### src/rtl/simon_seq_engine.sv
// rtl/simon_seq_engine.sv - append-only note sequence store with timed playback and in-order guess checking
// Optional build macro: SIMON_SEQ_RANDOM_EN (PUSH appends LFSR bits instead of i_data_in)
module simon_seq_engine #(
  parameter int DATA_WIDTH  = 2,
  parameter int DEPTH       = 16,
  parameter int STEP_CYCLES = 25_000_000,
  parameter int GAP_CYCLES  = 5_000_000,
  parameter int IDX_W       = $clog2(DEPTH),
  parameter int LVL_W       = $clog2(DEPTH + 1),
  parameter int CNT_W       = $clog2(((STEP_CYCLES > GAP_CYCLES) ? STEP_CYCLES : GAP_CYCLES) + 1)
) (
  input  logic                  i_clk,
  input  logic                  i_rst_n,
  input  logic                  i_push,
  input  logic [DATA_WIDTH-1:0] i_data_in,
  input  logic                  i_clear,
  input  logic                  i_start_play,
  input  logic                  i_start_check,
  input  logic                  i_guess_valid,
  input  logic [DATA_WIDTH-1:0] i_guess,
  output logic [DATA_WIDTH-1:0] o_note,
  output logic                  o_note_valid,
  output logic                  o_play_done,
  output logic                  o_match_all,
  output logic                  o_mismatch,
  output logic [LVL_W-1:0]      o_level,
  output logic                  o_full,
  output logic                  o_empty,
  output logic                  o_busy
);

  typedef enum logic [1:0] {
    IDLE      = 2'd0,
    PLAY_NOTE = 2'd1,
    PLAY_GAP  = 2'd2,
    CHECK     = 2'd3
  } state_t;

  state_t                r_state, w_state_nx;
  logic [LVL_W-1:0]      r_level, w_level_nx;
  logic [IDX_W-1:0]      r_idx, w_idx_nx;
  logic [CNT_W-1:0]      r_cnt, w_cnt_nx;
  logic [DATA_WIDTH-1:0] r_note, w_note_nx;
  logic                  r_note_valid, w_note_valid_nx;
  logic                  r_play_done, w_play_done_nx;
  logic                  r_match_all, w_match_all_nx;
  logic                  r_mismatch, w_mismatch_nx;
  logic                  r_busy, r_full, r_empty;
  logic                  w_wr_en;
  logic [DATA_WIDTH-1:0] w_push_data;
  logic [DATA_WIDTH-1:0] r_mem [DEPTH];

  logic [IDX_W-1:0]      w_idx_inc;
  logic                  w_last;

  assign w_idx_inc = r_idx + IDX_W'(1);
  assign w_last    = (LVL_W'(r_idx) == (r_level - LVL_W'(1)));

`ifdef SIMON_SEQ_RANDOM_EN
  logic [15:0] r_lfsr;
  logic        w_unused_data;
  assign w_unused_data = ^i_data_in;
  assign w_push_data   = r_lfsr[DATA_WIDTH-1:0];

  // Galois LFSR (taps 16,14,13,11) free-running as the random note source
  always_ff @(posedge i_clk or negedge i_rst_n) begin
    if (!i_rst_n) r_lfsr <= 16'hACE1;
    else          r_lfsr <= {1'b0, r_lfsr[15:1]} ^ (r_lfsr[0] ? 16'hB400 : 16'h0000);
  end
`else
  assign w_push_data = i_data_in;
`endif

  // Sequence storage; contents are meaningless beyond r_level so no reset
  always_ff @(posedge i_clk) begin
    if (w_wr_en) r_mem[r_level[IDX_W-1:0]] <= w_push_data;
  end

  // Next-state and next-output logic; outputs are computed here and registered below
  always_comb begin
    w_state_nx      = r_state;
    w_level_nx      = r_level;
    w_idx_nx        = r_idx;
    w_cnt_nx        = r_cnt;
    w_note_nx       = '0;
    w_note_valid_nx = 1'b0;
    w_play_done_nx  = 1'b0;
    w_match_all_nx  = 1'b0;
    w_mismatch_nx   = 1'b0;
    w_wr_en         = 1'b0;
    if (i_clear) begin
      // CLEAR wins in every state and suppresses any completion pulse
      w_state_nx = IDLE;
      w_level_nx = '0;
      w_idx_nx   = '0;
      w_cnt_nx   = '0;
    end else begin
      case (r_state)
        IDLE: begin
          if (i_start_play) begin
            if (r_empty) begin
              w_play_done_nx = 1'b1;
            end else begin
              w_idx_nx        = '0;
              w_cnt_nx        = CNT_W'(STEP_CYCLES - 1);
              w_state_nx      = PLAY_NOTE;
              w_note_nx       = r_mem[0];
              w_note_valid_nx = 1'b1;
            end
          end else if (i_start_check) begin
            if (r_empty) begin
              w_match_all_nx = 1'b1;
            end else begin
              w_idx_nx   = '0;
              w_state_nx = CHECK;
            end
          end else if (i_push && !r_full) begin
            w_wr_en    = 1'b1;
            w_level_nx = r_level + LVL_W'(1);
          end
        end
        PLAY_NOTE: begin
          w_note_nx       = r_mem[r_idx];
          w_note_valid_nx = 1'b1;
          if (r_cnt == '0) begin
            w_cnt_nx        = CNT_W'(GAP_CYCLES - 1);
            w_state_nx      = PLAY_GAP;
            w_note_nx       = '0;
            w_note_valid_nx = 1'b0;
          end else begin
            w_cnt_nx = r_cnt - CNT_W'(1);
          end
        end
        PLAY_GAP: begin
          if (r_cnt == '0) begin
            if (w_last) begin
              w_play_done_nx = 1'b1;
              w_state_nx     = IDLE;
            end else begin
              w_idx_nx        = w_idx_inc;
              w_cnt_nx        = CNT_W'(STEP_CYCLES - 1);
              w_state_nx      = PLAY_NOTE;
              w_note_nx       = r_mem[w_idx_inc];
              w_note_valid_nx = 1'b1;
            end
          end else begin
            w_cnt_nx = r_cnt - CNT_W'(1);
          end
        end
        CHECK: begin
          if (i_guess_valid) begin
            if (i_guess != r_mem[r_idx]) begin
              w_mismatch_nx = 1'b1;
              w_state_nx    = IDLE;
            end else if (w_last) begin
              w_match_all_nx = 1'b1;
              w_state_nx     = IDLE;
            end else begin
              w_idx_nx = w_idx_inc;
            end
          end
        end
        default: w_state_nx = IDLE;
      endcase
    end
  end

  // State and registered outputs
  always_ff @(posedge i_clk or negedge i_rst_n) begin
    if (!i_rst_n) begin
      r_state      <= IDLE;
      r_level      <= '0;
      r_idx        <= '0;
      r_cnt        <= '0;
      r_note       <= '0;
      r_note_valid <= 1'b0;
      r_play_done  <= 1'b0;
      r_match_all  <= 1'b0;
      r_mismatch   <= 1'b0;
      r_busy       <= 1'b0;
      r_full       <= 1'b0;
      r_empty      <= 1'b1;
    end else begin
      r_state      <= w_state_nx;
      r_level      <= w_level_nx;
      r_idx        <= w_idx_nx;
      r_cnt        <= w_cnt_nx;
      r_note       <= w_note_nx;
      r_note_valid <= w_note_valid_nx;
      r_play_done  <= w_play_done_nx;
      r_match_all  <= w_match_all_nx;
      r_mismatch   <= w_mismatch_nx;
      r_busy       <= (w_state_nx != IDLE);
      r_full       <= (w_level_nx == LVL_W'(DEPTH));
      r_empty      <= (w_level_nx == '0);
    end
  end

  assign o_note       = r_note;
  assign o_note_valid = r_note_valid;
  assign o_play_done  = r_play_done;
  assign o_match_all  = r_match_all;
  assign o_mismatch   = r_mismatch;
  assign o_level      = r_level;
  assign o_full       = r_full;
  assign o_empty      = r_empty;
  assign o_busy       = r_busy;

endmodule

### config.mk
export PLATFORM = sky130hd
export DESIGN_NAME = simon_seq_engine
export DESIGN_NICKNAME = d
export VERILOG_FILES = /design/src/rtl/simon_seq_engine.sv
export SDC_FILE = /design/constraint.sdc
export NUM_CORES = 1
export LEC_CHECK = 0
export CORE_MARGIN = 2
export CORE_UTILIZATION = 60
export CTS_CLUSTER_SIZE = 30
export DETAILED_ROUTE_END_ITERATION = 6
export PLACE_DENSITY = 0.78
export SETUP_SLACK_MARGIN = 0.05
export SLEW_MARGIN = 20
export SYNTH_ARGS = -nofsm -noshare
export SYNTH_HDL_FRONTEND = slang
export SYNTH_SLANG_ARGS = --single-unit
### constraint.sdc
create_clock -name i_clk -period 5.9 [get_ports i_clk]
set_clock_uncertainty 0.05 [all_clocks]
set_input_delay 1.18 -clock i_clk [delete_from_list [all_inputs] [get_ports i_clk]]
set_output_delay 1.18 -clock i_clk [all_outputs]
set_load 0.1 [all_outputs]
==> results of run 1 <==
## cells in the final DEF, fill, tap and decap left out, drive strengths merged, types with 3 or more instances in the layout
cell / count
or4: 5
a21oi: 33
nand2b: 3
mux2i: 20
nand4: 5
a311oi: 5
nand3: 14
ha: 10
a211oi: 5
dfrtp: 44
and3: 3
nor2: 40
clkbuf: 9
o31ai: 7
nor4b: 3
a21o: 4
nor4: 7
a32oi: 3
o41ai: 4
nand2: 38
edfxtp: 32
nor3: 19
a22oi: 3
xor2: 11
o21ai: 24
o211ai: 4
xnor2: 5
nor2b: 7
inv: 17
clkdlybuf4s50: 23
mux4: 11
or3: 4
and2: 5
o22ai: 3
a31oi: 4
## path summary, 6_finish.rpt
kind	startpoint	to	cells after the start
setup / recovery	o_level[2]	o_level[2]	1
hold / removal	r_cnt[20]	r_cnt[20]	2
setup reg to reg	r_cnt[0]	r_cnt[5]	9
hold reg to reg	r_cnt[20]	r_cnt[20]	2
max in group asynchronous	i_rst_n	r_cnt[16]	1
min in group asynchronous	i_rst_n	r_idx[0]	1
## layer usage
layer  vias up  wire [um]
li1       1723          -
met1      1847       4780
met2       152       4890
met3        15        714
met4         0        132
met5         -          0
## flip-flops by register name (all words and copies together), names as in the netlist, 2 cells and up
signal,flops
r_mem,32
r_cnt,25
o_level,5
r_idx,4
o_note,2
r_state,2
## cell usage after synthesis, types with 5 or more instances
library cell	instances
xor2_1	11
o21ai_0	11
dfrtp_1	44
mux2i_1	20
nor3_1	19
mux4_2	11
a21oi_1	30
inv_1	13
xnor2_1	5
o21ai_1	13
nor2_1	40
nor2b_1	7
and2_1	5
buf_2	5
o31ai_1	7
nand2_1	38
ha_1	10
edfxtp_1	32
clkbuf_1	16
nand3_1	13
## report_power, final
group / internal [mW] / total (mW) / switching [mW]
Clock: 0.201 / 0.419 / 0.217
Sequential: 0.633 / 0.737 / 0.104
Combinational: 0.361 / 1.06 / 0.694
Total: 1.20 / 2.21 / 1.02
## layout make-up
class | count | area (sq um)
clock buffer | 9 | 124
tap | 102 | 128
timing repair buffer | 25 | 245
clock inverter | 7 | 80.1
fill | 587 | 2530
sequential | 77 | 2090
multi-input combinational | 334 | 2410
inverter | 13 | 48.8
## through the flow
stage               setup slack [ns]  total power [mW]  utilization
floorplan                       2.71              1.58            -
global placement                2.25              1.76        0.643
detailed placement              2.17              1.78        0.643
CTS                             2.45              2.20        0.669
global route                    2.22              2.35        0.670
finish                          2.45              2.21        0.670
## logic make-up after synthesis
kind of cell	share of synthesized area
AOI/OAI and AO/OA	0.169
xor gates and xnor gates	0.0298
adders and majority gates	0.0266
buffers and inverters	0.0437
DFF	0.444
muxes	0.0977
and+or+nand+nor	0.188
==> flow_summary_export.csv, run 1 <==
group,metric,value,unit
status,status,"complete, no violations",
floorplanning,die_w,92.5,um
drt,wire_per_inst,18.6,um
clocking,clock-root-buffer,"clkbuf_8",
clocking,post_cts_buffers,0,
layout,nNetsFinal,481,
global_routing,overflow,0,
placement,numPortBuffers,24,
logic_synthesis,synth_top_area_share,0.234,
worst_setup_path,startpoint_type,"flop",
placement,gp_congestion,0.912,
drt,drtIter0Drc,308,
floorplanning,core_area,0.00765,sq mm
global_routing,grtUsageMet2,0.415,
clocking,clk_latency,0.36,ns
worst_setup_path,end_kind,"output pin",
sta,fin_tns_setup,0,ns
worst_setup_path,worst-r2r-setup-slack,2.50,ns
global_routing,grt_max_degree,46,
logic_synthesis,avgSynthCellArea,10.4,sq um
sta,hold_violations,0,
worst_setup_path,worst-setup-path-type,"reg2out",
worst_setup_path,cp_slowest_cell,"clkdlybuf4s50_1",
floorplanning,die_area,0.00856,sq mm
drt,routed_wl,10500,um
drt,dr.pass1.iters,4,
pwr,power.leakage,1.86,nW
sta,period_needed,3.45,ns
logic_synthesis,synth_cell_types,71,
sta,maxSlewHeadroom,0.340,
placement,dpl_cell_area,0.00491,sq mm
worst_setup_path,critical_path.max_fanout,14,
layout,final_area,0.00512,sq mm
logic_synthesis,synthesis.area,0.00470,sq mm
global_routing,busiest_layer,"met2",
layout,areaGrowthSynthToFinish,8.95,%
floorplanning,start_util,0.615,
pwr,ir_drop,209,uV
drt,drc,0,
sta,setup-violations-final,0,
sta,rsz0062_at_grt,"false",
global_routing,grt_pass1_vias,3630,
global_routing,grt_pass1_wl,18000,um
floorplanning,die_height,92.5,um
worst_setup_path,crit_family,"buffers and inverters",
drt,postRouteAntennaNets,0,
floorplanning,num_io_pins,25,
min_path,hold_path_class,"reg2reg",
layout,diodes,0,
drt,via_per_inst,6.59,
sta,tightestPinTransition,0.990,ns
placement,hpwl,7240,um
logic_synthesis,synth_flop_cell,"dfrtp_1",
logic_synthesis,synth_edf_count,32,
global_routing,antenna_found_initial,0,
worst_setup_path,arrival,2.22,ns
clocking,cts_resized,0,
placement,dpl.cell_count,551,
logic_synthesis,synth_fp_nets,474,
logic_synthesis,synth_seq_cells,77,
floorplanning,placementRows,32,
logic_synthesis,synth_area_leaders,"dfrtp_1 23%, edfxtp_1 20%, mux4_2 5.3%",
global_routing,met1_usage,0.378,
sta,max_freq,0.290,GHz
layout,layout-drive-gt1-share,0.110,
clocking,cts_buffers,9,
logic_synthesis,synthArstFlopShare,0.584,
logic_synthesis,ys_warn_count,0,
logic_synthesis,yosysTopAreaCell,"dfrtp_1",
clocking,cts_hold_buffers,0,
drt,dr_total_vias,3737,
layout,layout.cells.non_filler,567,
sta,finalMaxSlewViolations,0,
sta,post-route-period-util,0.585,
global_routing,met3_usage,0.0521,
logic_synthesis,syn_inst,453,
pwr,p_per_area,432,mW/mm^2
worst_setup_path,crit_path_max_incr_delay,1.23,ns
run,maxCapViolCount,0,
clocking,clock_sinks,77,
sta,hold_ws,0.511,ns
global_routing,grt_util_all_layers,0.265,
worst_setup_path,cp_cell_sequence,"clkdlybuf4s50_1",
logic_synthesis,yosysSeqAreaShare,0.444,
clocking,cts_htree_levels,3,
clocking,cts.clk_slew.worst_paths,0.08,ns
clocking,cts_tree,"yes",
clocking,clockBufferDepth,2,
worst_setup_path,required,4.67,ns
worst_setup_path,path_buf_inv,1,
Power figures use the tool's default switching activity.
==> inputs of run 2 (changes only) <==
- CORE_UTILIZATION: 60 -> 55
- PLACE_DENSITY: 0.78 -> 0.75
- clock period: 5.9 -> 3.1 ns (I/O delays scaled with it)
==> run 2 against run 1 <==
  * Flip-flop and latch count did not move
  * Cell count rose by 4.1%
  * Clock-buffer cell count did not move
  * Utilization fell by 3.3 points
  * Critical path depth rose by 8
  * Register-to-register slack got worse by 2.2 ns
  * Total power rose by 96%
  * Critical endpoint is now r_idx[3]
==> flow_summary_export.csv, run 2 (synthesis results as in run 1) <==
group,metric,value,unit
sta,fin_tns_setup,0,ns
clocking,clock_sinks,77,
worst_setup_path,r2r-start,"r_cnt[0]",
sta,tightestPinTransition,0.661,ns
pwr,power.leakage,1.99,nW
worst_setup_path,critical_path.max_fanout,13,
min_path,hold_path_class,"in2async",
sta,post-route-period-util,0.918,
floorplanning,die_w,96.4,um
drt,postRouteAntennaNets,0,
layout,layout_common_cells,"42 x dfrtp_1, 40 x nor2_1, 38 x nand2_1, 34 x buf_4, 32 x edfxtp_1",
worst_setup_path,end_kind,"flop",
placement,hpwl,8070,um
clocking,cts.clk_slew.worst_paths,0.11,ns
placement,gp_congestion,0.895,
layout,diodes,0,
floorplanning,core_area,0.00826,sq mm
floorplanning,die_height,96.4,um
floorplanning,start_util,0.569,
drt,routed_wl,11300,um
worst_setup_path,startpoint_type,"flop",
worst_setup_path,arrival,3.06,ns
pwr,clock_power_share,0.181,
global_routing,antenna_found_initial,0,
sta,period_needed,2.85,ns
global_routing,grt_pass1_wl,18400,um
layout,largest_reg_flops,32,
drt,drc,0,
drt,wire_per_inst,19.2,um
layout,areaGrowthSynthToFinish,11.8,%
clocking,post_cts_buffers,0,
floorplanning,num_io_pins,25,
pwr,total_power,4.32,mW
layout,layout_commonest_cell,"dfrtp_1",
pwr,internal_power,2.30,mW
layout,layout-drive-gt1-share,0.179,
pwr,p_sw_frac,0.468,
placement,numPortBuffers,24,
drt,drtIter0Drc,333,
pwr,comb_power_share,0.496,
pwr,p_per_area,823,mW/mm^2
worst_setup_path,required,3.32,ns
sta,hold_violations,0,
sta,finalMaxSlewViolations,0,
global_routing,grt_util_all_layers,0.260,
pwr,p_sw,2.02,mW
clocking,clockBufferDepth,2,
worst_setup_path,r2r_cells,9,
floorplanning,placementRows,33,
pwr,seq_power_share,0.324,
run,maxCapViolCount,0,
clocking,clock-root-buffer,"clkbuf_8",
drt,dr.pass1.iters,5,
pwr,ir_drop,358,uV
clocking,cts_htree_levels,3,
global_routing,grt_pass1_vias,3608,
worst_setup_path,crit_start,"r_cnt[0]",
layout,nNetsFinal,501,
worst_setup_path,worst-r2r-setup-slack,0.25,ns
worst_setup_path,worst-setup-path-type,"reg2reg",
global_routing,overflow,0,
drt,dr_total_vias,3800,
sta,rsz0062_at_grt,"false",
drt,via_per_inst,6.44,
global_routing,grt_max_degree,25,
status,status,"complete, no violations",
clocking,clk_latency,0.37,ns
sta,max_freq,0.351,GHz
floorplanning,die_area,0.00930,sq mm
worst_setup_path,critPathCapture,"r_idx[3]",
worst_setup_path,reg2reg_to,"r_idx[3]",
clocking,cts_tree,"yes",
clocking,cts_buffers,9,
sta,maxSlewHeadroom,0.556,
sta,setup-violations-final,0,
-- run 2: cell count changes in the layout (fill, tap and decap cells not counted), moves of 2 or more --
| cell | delta |
|---|---|
| buf_4 | +32 |
| dfrtp_1 | -2 |
| inv_8 | +3 |
| dfrtp_2 | +2 |
| clkdlybuf4s50_1 | -14 |
| inv_6 | -2 |
-- run 2: what timing repair did --
action                                  4_1_cts  5_1_grt
endpoints found under the setup margin        0       15
hold buffers                                  0        0
gates resized for setup                       0        1
-- run 2: worst min-delay path by stage --
stage / startpoint / to / slack [ns]
after floorplan: i_rst_n / o_busy / 0.27
after global placement: r_cnt[8] / r_cnt[8] / 0.48
after detailed placement: r_cnt[15] / r_cnt[15] / 0.47
after CTS: i_rst_n / r_idx[0] / 0.18
after global routing: i_rst_n / o_note[1] / 0.19
final: i_rst_n / r_idx[0] / 0.17
-- run 2: critical path: stages, from the launching register on --
cell,delay [ns]
dfrtp_1,0.42
inv_1,0.09
ha_1,0.24
nor4b_4,0.37
nand4_4,0.12
or4_4,0.63
a21oi_2,0.23
o21a_2,0.23
o22ai_1,0.14
a22o_1,0.22
-- run 2: layout make-up --
cell class                 instances  area, sq um
clock buffer                       9          124
sequential                        77         2090
inverter                          13         48.8
clock inverter                     7         75.1
multi-input combinational        334         2410
fill                             685         3000
timing repair buffer              45          370
tap                              105          131
-- run 2: through the flow --
step,instances,util,cell area (sq um),hold slack (ns),worst slack (ns)
after detailed placement,574,0.611,5050,0.472,0.155
after CTS,590,0.635,5250,0.184,0.154
after global placement,574,0.611,5050,0.477,0.286
final,590,0.636,5260,0.167,0.254
after global routing,590,0.636,5260,0.192,0.111
after floorplan,453,-,4700,0.274,0.185
-- run 2: power groups by stage --
stage	Sequential (mW)	Combinational (mW)	Clock, mW
after floorplan	1.55	1.47	0
after global placement	1.40	2.04	0
after detailed placement	1.41	2.08	0
after CTS	1.39	2.10	0.795
after global routing	1.43	2.33	0.838
final	1.40	2.14	0.781
-- run 2: per-layer routing --
layer	GRT usage	vias up	wire length (um)
li1	-	1766	-
met2	0.395	146	5230
met5	0	-	0
met4	0.0563	0	86
met3	0.0497	9	777
met1	0.391	1879	5200
==> inputs of run 3 (changes only) <==
- ABC_CLOCK_PERIOD_IN_PS: default -> 3400
- CORE_UTILIZATION: 55 -> 60
- PLACE_DENSITY: 0.75 -> 0.78
- clock period: 3.1 -> 3.4 ns (I/O delays scaled with it)
==> run 3 against run 2 <==
  * Clock power shrank 4.7%
  * Total power shrank 9.8%
  * Non-clock buffer count decreased by 9
  * Critical endpoint is now r_idx[0]
  * Sequential power down 9%
  * Largest cell class unchanged
==> flow_summary_export.csv, run 3 (synthesis results as in run 1) <==
group,metric,value,unit
floorplanning,core_area,0.00765,sq mm
pwr,internal_power,2.11,mW
placement,gp_congestion,0.948,
pwr,ir_drop,340,uV
clocking,clock-root-buffer,"clkbuf_8",
pwr,power.leakage,1.94,nW
layout,layout-drive-gt1-share,0.151,
floorplanning,die_area,0.00856,sq mm
pwr,comb_power_share,0.482,
layout,nNetsFinal,492,
worst_setup_path,cp_cell_sequence,"inv_1, ha_1, nor4b_2, nand4_4, or4_4, a21oi_2, o21a_2, mux2i_1, o311ai_1",
sta,period_needed,3.16,ns
sta,finalMaxSlewViolations,0,
global_routing,overflow,0,
layout,layout_commonest_cell,"dfrtp_1",
clocking,cts_hold_buffers,0,
layout,diodes,0,
pwr,seq_power_share,0.327,
floorplanning,die_w,92.5,um
pwr,p_sw,1.78,mW
drt,wire_per_inst,18.4,um
clocking,cts_htree_levels,3,
clocking,clk_latency,0.36,ns
worst_setup_path,startpoint_type,"flop",
sta,setup-violations-final,0,
drt,dr_total_vias,3741,
sta,fin_tns_setup,0,ns
worst_setup_path,critical_path.max_fanout,13,
pwr,clock_power_share,0.191,
drt,dr.pass1.iters,5,
placement,dpl.cell_count,562,
sta,post-route-period-util,0.929,
floorplanning,placementRows,32,
layout,final_area,0.00518,sq mm
worst_setup_path,required,3.57,ns
worst_setup_path,crit_path_max_incr_delay,0.67,ns
worst_setup_path,arrival,3.33,ns
global_routing,antenna_found_initial,0,
clocking,clock_sinks,77,
layout,largest_reg_flops,32,
layout,fill_cells,578,
floorplanning,start_util,0.615,
placement,numPortBuffers,24,
clocking,cts.clk_slew.worst_paths,0.09,ns
pwr,p_per_area,752,mW/mm^2
sta,hold_violations,0,
layout,fin_util,0.678,
drt,postRouteAntennaNets,0,
drt,drc,0,
clocking,cts_tree,"yes",
layout,multi_input_area,0.00241,sq mm
worst_setup_path,cp_slowest_cell,"or4_4",
worst_setup_path,worst-setup-path-type,"reg2reg",
status,status,"complete, no violations",
drt,drtIter0Drc,249,
floorplanning,die_height,92.5,um
sta,rsz0062_at_grt,"false",
placement,dpl_cell_area,0.00497,sq mm
global_routing,grt_pass1_vias,3616,
global_routing,grt_pass1_wl,17700,um
clocking,clockBufferDepth,2,
sta,max_freq,0.317,GHz
min_path,hold_path_class,"in2async",
global_routing,grt_max_degree,46,
global_routing,grt_util_all_layers,0.263,
layout,layout_common_cells,"44 x dfrtp_1, 40 x nor2_1, 38 x nand2_1, 32 x edfxtp_1, 30 x a21oi_1",
layout,layout.cells.non_filler,578,
clocking,post_cts_buffers,0,
pwr,p_sw_frac,0.458,
clocking,cts_buffers,9,
placement,hpwl,7540,um
worst_setup_path,end_kind,"flop",
layout,areaGrowthSynthToFinish,10.3,%
floorplanning,num_io_pins,25,
sta,tightestPinTransition,0.965,ns
run,maxCapViolCount,0,
layout,seqCellArea,0.00209,sq mm
drt,via_per_inst,6.47,
clocking,cts_resized,0,
sta,maxSlewHeadroom,0.354,
drt,routed_wl,10600,um
[run 3: per-layer routing]
metal / up-vias / global-route usage / part of all wire
li1: 1742 / - / -
met1: 1834 / 0.375 / 0.45
met2: 144 / 0.415 / 0.47
met3: 21 / 0.0415 / 0.068
met4: 0 / 0.0883 / 0.016
met5: - / 0 / 0
[run 3: through the flow]
step                hold WS [ns]  worst slack, ns  power [mW]
global route               0.302           0.0507        4.13
floorplan                  0.334            0.214        2.75
detailed placement         0.483            0.160        3.14
finish                     0.262            0.241        3.90
CTS                        0.477            0.274        3.88
global placement           0.476            0.242        3.09
[run 3: worst max-delay path: cells and delay by family (launching register included)]
family	cells	cell delay, ns
AND/OR/NAND/NOR	3	1.40
buffers and inverters	1	0.08
flip-flops	1	0.42
adder cells (fa/ha/maj)	1	0.23
multiplexers	1	0.21
AO/OA/AOI/OAI	3	0.61
[run 3: area by class of cell]
cell class / instances / area share
Multi-Input combinational cell: 334 / 0.464
Sequential cell: 77 / 0.403
Timing Repair Buffer: 36 / 0.0584
Tap cell: 102 / 0.0246
Clock buffer: 9 / 0.0239
Clock inverter: 7 / 0.0169
Inverter: 13 / 0.00941
[run 3: power groups by stage]
stage	Clock, mW	Combinational [mW]	Sequential [mW]
finish	0.744	1.88	1.28
global route	0.788	2.04	1.30
CTS	0.750	1.86	1.27
detailed placement	0	1.85	1.29
global placement	0	1.81	1.28
floorplan	0	1.34	1.41
[run 3: worst paths after layout]
check | from | endpoint | slack (ns) | cells past startpoint
setup / recovery | r_cnt[0] | r_idx[0] | 0.24 | 9
hold / removal | i_rst_n | o_note[0] | 0.26 | 1
max in group asynchronous | i_rst_n | r_cnt[19] | 2.65 | 1
hold reg to reg | r_cnt[20] | r_cnt[20] | 0.50 | 2
min in group i_clk | r_cnt[20] | r_cnt[20] | 0.50 | 2
setup reg to reg | r_cnt[0] | r_idx[0] | 0.24 | 9
==> edit 1: new RTL, flow settings as in run 1 <==
Set the parameter `STEP_CYCLES` to 50_000_000 (it was 25_000_000).
--- a/src/rtl/simon_seq_engine.sv
+++ b/src/rtl/simon_seq_engine.sv
@@ -3,7 +3,7 @@
 module simon_seq_engine #(
   parameter int DATA_WIDTH  = 2,
   parameter int DEPTH       = 16,
-  parameter int STEP_CYCLES = 25_000_000,
+  parameter int STEP_CYCLES = 50_000_000,
   parameter int GAP_CYCLES  = 5_000_000,
   parameter int IDX_W       = $clog2(DEPTH),
   parameter int LVL_W       = $clog2(DEPTH + 1),
Behaviour: no difference found for any inputs over 4 cycles, from zero or initial values and one cycle with i_rst_n low; that may be too few to reach the edited logic, so the function may still have changed.
==> edit 1 against run 1 <==
Largest power group unchanged; wire length increased by 4.9%; worst setup slack lost 0.19 ns; sequential cell count is 1 higher; non-clock buffer count rose by 1; largest cell class unchanged; synthesized area grew 0.80%; first-iteration DRC count fell by 1.3%; power is 13% lower; cell area is 1.3% higher.
==> edit 1: results (changes against run 1) <==
Yosys warns -> 0 (unchanged)
Worst-Margin Slew -> 0.990 ns (about the same)
Pre-antenna DRT Iters -> 5 (was 4)
Final Cycle Share -> 0.617 (was 0.585)
Max Fanout on Critical Path -> 30 (was 14)
Sequential fraction of the synthesis area -> 0.446 (was 0.444)
Run status -> finished, final reports clean (unchanged)
LEAKAGE -> 1.94 nW (was 1.86 nW)
H-Tree Level Count -> 3 (unchanged)
Post-Place Cells -> 562 (was 551)
Post-Syn Nets -> 482 (was 474)
Share of post-route cells with drive strength above 1 -> 0.124 (was 0.110)
Total GRT Usage -> 0.273 (was 0.265)
Syn Area/Cell -> 10.3 um2 (was 10.4 um2)
DP HPWL -> 7.80 mm (was 7.24 mm)
Post-DR vias/cell -> 6.61 (was 6.59)
Largest net degree at the start of global routing -> 47 (was 46)
Data arrival, critical path -> 3.84 ns (was 2.22 ns)
Nets -> 492 (was 481)
Proportion of synthesized area in mux cells -> 0.119 (was 0.0977)
Peak supply drop -> 0.000262 V (was 0.000209 V)
Gpl congestion -> 0.927 (was 0.912)
Top cells by count, synth -> nor2_1 (60), dfrtp_1 (45), edfxtp_1 (32) (was dfrtp_1 (44), nor2_1 (40), nand2_1 (38))
PortBufs -> 24 (unchanged)
Post-Synth XOR/XNOR Area -> 0.0185 (was 0.0298)
Unique masters post-synth -> 66 (was 71)
Clk root buf -> clkbuf_8 (unchanged)
Initial DRC Count -> 304 (was 308)
Post-cts sizing count -> 0 (unchanged)
Compound-Gate Fraction of Synth Area -> 0.167 (was 0.169)
Clock Pin Slew Worst Setup and Hold Paths -> 0.08 ns (about the same)
Max reg flops -> 32 (unchanged)
Post-CTS setup repair buffer count -> 0 (unchanged)
Top cells by area, synth -> dfrtp_1 (24%), edfxtp_1 (20%), mux4_2 (4.8%) (was dfrtp_1 (23%), edfxtp_1 (20%), mux4_2 (5.3%))
Avg WL per Cell -> 19.1 um (was 18.6 um)
Vias in the first global route -> 3617 (was 3630)
Wire length of the first global-routing pass -> 18.4 mm (was 18.0 mm)
Non-filler cells, final -> 578 (was 567)
Worst skew pair latency -> 0.35 ns
Post-synthesis async set-or-reset flop share -> 0.590 (was 0.584)
Post-Synth Adder-Cell Area -> 0.0264 (was 0.0266)
CTS max path bufs -> 2 (unchanged)
[edit 1: area by class of cell]
type | instances | area (um2)
Clock buffer | 10 | 128
Clock inverter | 6 | 61.3
Fill cell | 605 | 2500
Inverter | 14 | 52.6
Multi-Input combinational cell | 342 | 2450
Sequential cell | 78 | 2110
Tap cell | 102 | 128
Timing Repair Buffer | 26 | 253
[edit 1: metal layers]
layer / track usage / wire, um / vias to the layer above / part of all wire
li1: - / - / 1756 / -
met2: 0.414 / 5110 / 147 / 0.46
met4: 0.0748 / 182 / 0 / 0.016
met3: 0.0667 / 736 / 20 / 0.067
met1: 0.396 / 5010 / 1895 / 0.45
met5: 0 / 0 / - / 0
[edit 1: logic make-up after synthesis]
group | after synthesis
adder cells (fa/ha/maj) | 10
AO/OA/AOI/OAI | 118
XOR/XNOR | 10
AND/OR/NAND/NOR | 167
multiplexers | 37
buffers and inverters | 41
flip-flops | 78
[edit 1: path summary, 6_finish.rpt]
check,slack [ns],end,from,depth (start not counted)
setup / recovery,2.26,r_cnt[10],r_cnt[0],10
hold / removal,0.44,r_cnt[24],r_cnt[24],1
setup reg to reg,2.26,r_cnt[10],r_cnt[0],10
hold reg to reg,0.44,r_cnt[24],r_cnt[24],1
max in group asynchronous,4.63,r_cnt[10],i_rst_n,1
min in group asynchronous,0.77,r_idx[0],i_rst_n,1
[edit 1: stage by stage]
stage                     utilization  hold WS [ns]  setup slack [ns]  cell area [um2]
after global routing            0.674         0.461              1.80             5180
final                           0.674         0.439              2.26             5180
after CTS                       0.674         0.438              2.29             5180
after global placement          0.650         0.416              2.35             4990
after detailed placement        0.650         0.425              2.32             4990
after floorplan                     -         0.390              2.57             4740
[edit 1: where the power goes]
group / internal [W] / switching [W]
registers: 0.000612 / 0.0000533
clock network: 0.000194 / 0.000198
logic: 0.000281 / 0.000596
total: 0.00109 / 0.000847
[edit 1: worst max-delay path: stages (launching register included)]
cell and delay, ns:
dfrtp_1 0.43, inv_1 0.08, ha_1 0.21, nor4b_1 0.53, nand4_1 0.53, nor4_2 0.45
a31oi_2 0.13, buf_4 0.26, nor2_1 0.55, o21ai_0 0.21, o41ai_1 0.10
==> edit 2: new RTL, flow settings as in run 1 <==
Made on the original files. The 4 states of `state_t` get a one-hot encoding in 4 bits.
--- a/src/rtl/simon_seq_engine.sv
+++ b/src/rtl/simon_seq_engine.sv
@@ -29,11 +29,11 @@
   output logic                  o_busy
 );
 
-  typedef enum logic [1:0] {
-    IDLE      = 2'd0,
-    PLAY_NOTE = 2'd1,
-    PLAY_GAP  = 2'd2,
-    CHECK     = 2'd3
+  typedef enum logic [3:0] {
+    IDLE      = 4'b0001,
+    PLAY_NOTE = 4'b0010,
+    PLAY_GAP  = 4'b0100,
+    CHECK     = 4'b1000
   } state_t;
 
   state_t                r_state, w_state_nx;
Behaviour: same outputs for any inputs over 4 cycles, from zero or initial values and one cycle with i_rst_n low; so few cycles prove little.
==> edit 2 against run 1 <==
Sequential cell count increased by 2; cell area increased by 2.6%; worst setup slack improved by 0.080 ns; wire length increased by 4.8%; critical path type unchanged; critical endpoint is now o_empty; synthesized area increased by 1.3%; largest cell class unchanged; highest routed layer unchanged.
Power is not compared: it rests on default switching activity, and its combinational part moved more than twofold at a synthesized area within 25%.
==> edit 2: results (changes against run 1) <==
Run status -> finished, final reports clean (unchanged)
Wire length of the first global-routing pass -> 18.5 mm (was 18.0 mm)
Unique masters post-synth -> 66 (was 71)
Worst R2R Start -> o_level[0] (was r_cnt[0])
Clk root buf -> clkbuf_8 (unchanged)
Initial antenna violation count -> 0 (unchanged)
Initial DRC Count -> 279 (was 308)
Met3 WL -> 671 um (was 714 um)
Sequential fraction of the synthesis area -> 0.449 (was 0.444)
Top cells by count, synth -> nor2_1 (52), dfrtp_1 (45), edfxtp_1 (32), nand2_1 (32), a21oi_1 (26) (was dfrtp_1 (44), nor2_1 (40), nand2_1 (38))
Data arrival, critical path -> 2.14 ns (was 2.22 ns)
Nets -> 506 (was 481)
M1 wire length -> 5.00 mm (was 4.78 mm)
Gpl congestion -> 0.872 (was 0.912)
CTS max path bufs -> 2 (unchanged)
Largest net degree at the start of global routing -> 48 (was 46)
Post-Syn Nets -> 497 (was 474)
Share of post-route cells with drive strength above 1 -> 0.0769 (was 0.110)
Crit path from -> o_empty (was o_level[2])
Hold Crit Start -> r_cnt[23] (was r_cnt[20])
Ant diodes -> 0 (unchanged)
DP Area -> 5030 um2 (was 4910 um2)
Hold Vio Cnt, Final -> 0 (unchanged)
Final WL -> 11.0 mm (was 10.5 mm)
Vias -> 3946 (was 3737)
Vias in the first global route -> 3730 (was 3630)
Slowest cell delay on critical path -> 1.16 ns (was 1.23 ns)
DP HPWL -> 7.76 mm (was 7.24 mm)
Fill count -> 629 (was 587)
Total CTS buffers -> 9 (unchanged)
Pre-antenna DRT Iters -> 5 (was 4)
Top cells by area, synth -> dfrtp_1 (24%), edfxtp_1 (20%), mux4_2 (4.3%) (was dfrtp_1 (23%), edfxtp_1 (20%), mux4_2 (5.3%))
Total GRT Usage -> 0.271 (was 0.265)
Max Fanout on Critical Path -> 8 (was 14)
==> edit 2: cell types whose count changed after synthesis, moves of 4 or more <==
cell and delta:
ha_1 -4, nor2_1 +12, a221oi_1 +4, nand2_1 -6, a311oi_2 -4, o21ai_0 +5
a21oi_1 -4, o41ai_1 -4, a22oi_1 +4, a311oi_1 +13, nand4_1 +6, o21ai_1 -12
nand2b_1 +7, a2111oi_0 +4
==> edit 2: per-layer routing <==
layer,global-route usage,vias up
met4,0.0772,0
met2,0.432,134
met3,0.0508,16
met5,0,-
met1,0.382,1942
li1,-,1854
==> edit 2: logic make-up after synthesis <==
| logic type | Yosys count | share of synthesized area |
|---|---|---|
| mux | 28 | 0.0859 |
| flops | 79 | 0.449 |
| simple gates | 194 | 0.214 |
| buf+inv | 43 | 0.0368 |
| compound gates | 117 | 0.174 |
| fa+ha+maj | 6 | 0.0158 |
| xor+xnor | 13 | 0.0239 |
==> edit 2: final cells by class <==
cell class	count	area share
clock buffer	11	0.0250
clock inverter	5	0.0112
inverter	16	0.0114
multi-input combinational	358	0.474
sequential	79	0.407
tap	102	0.0243
timing repair buffer	25	0.0467
==> edit 2: power by group <==
group | total (W) | internal (W) | switching (W)
clock | 0.000395 | 0.000197 | 0.000199
sequential | 0.000596 | 0.000583 | 0.0000131
combinational | 0.000207 | 0.0000634 | 0.000143
==> edit 2: worst paths after layout <==
check,to,slack [ns],depth (start not counted)
min reg2reg,r_cnt[23],0.48,1
min,r_cnt[23],0.48,1
max reg2reg,r_cnt[24],2.74,8
max,o_empty,2.53,1
min in group asynchronous,r_idx[2],0.78,1
max in group asynchronous,o_full,4.59,1
==> edit 2: metrics by stage <==
| stage | power (W) | instances | utilization | setup WS (ns) | hold WS, ns |
|---|---|---|---|---|---|
| final | 0.00120 | 596 | 0.683 | 2.53 | 0.478 |
| after CTS | 0.00120 | 596 | 0.680 | 2.47 | 0.477 |
| after global routing | 0.00125 | 596 | 0.683 | 2.49 | 0.490 |
| after global placement | 0.000801 | 580 | 0.655 | 2.21 | 0.451 |
| after detailed placement | 0.000804 | 580 | 0.655 | 2.13 | 0.466 |
| after floorplan | 0.000750 | 480 | - | 2.60 | 0.425 |
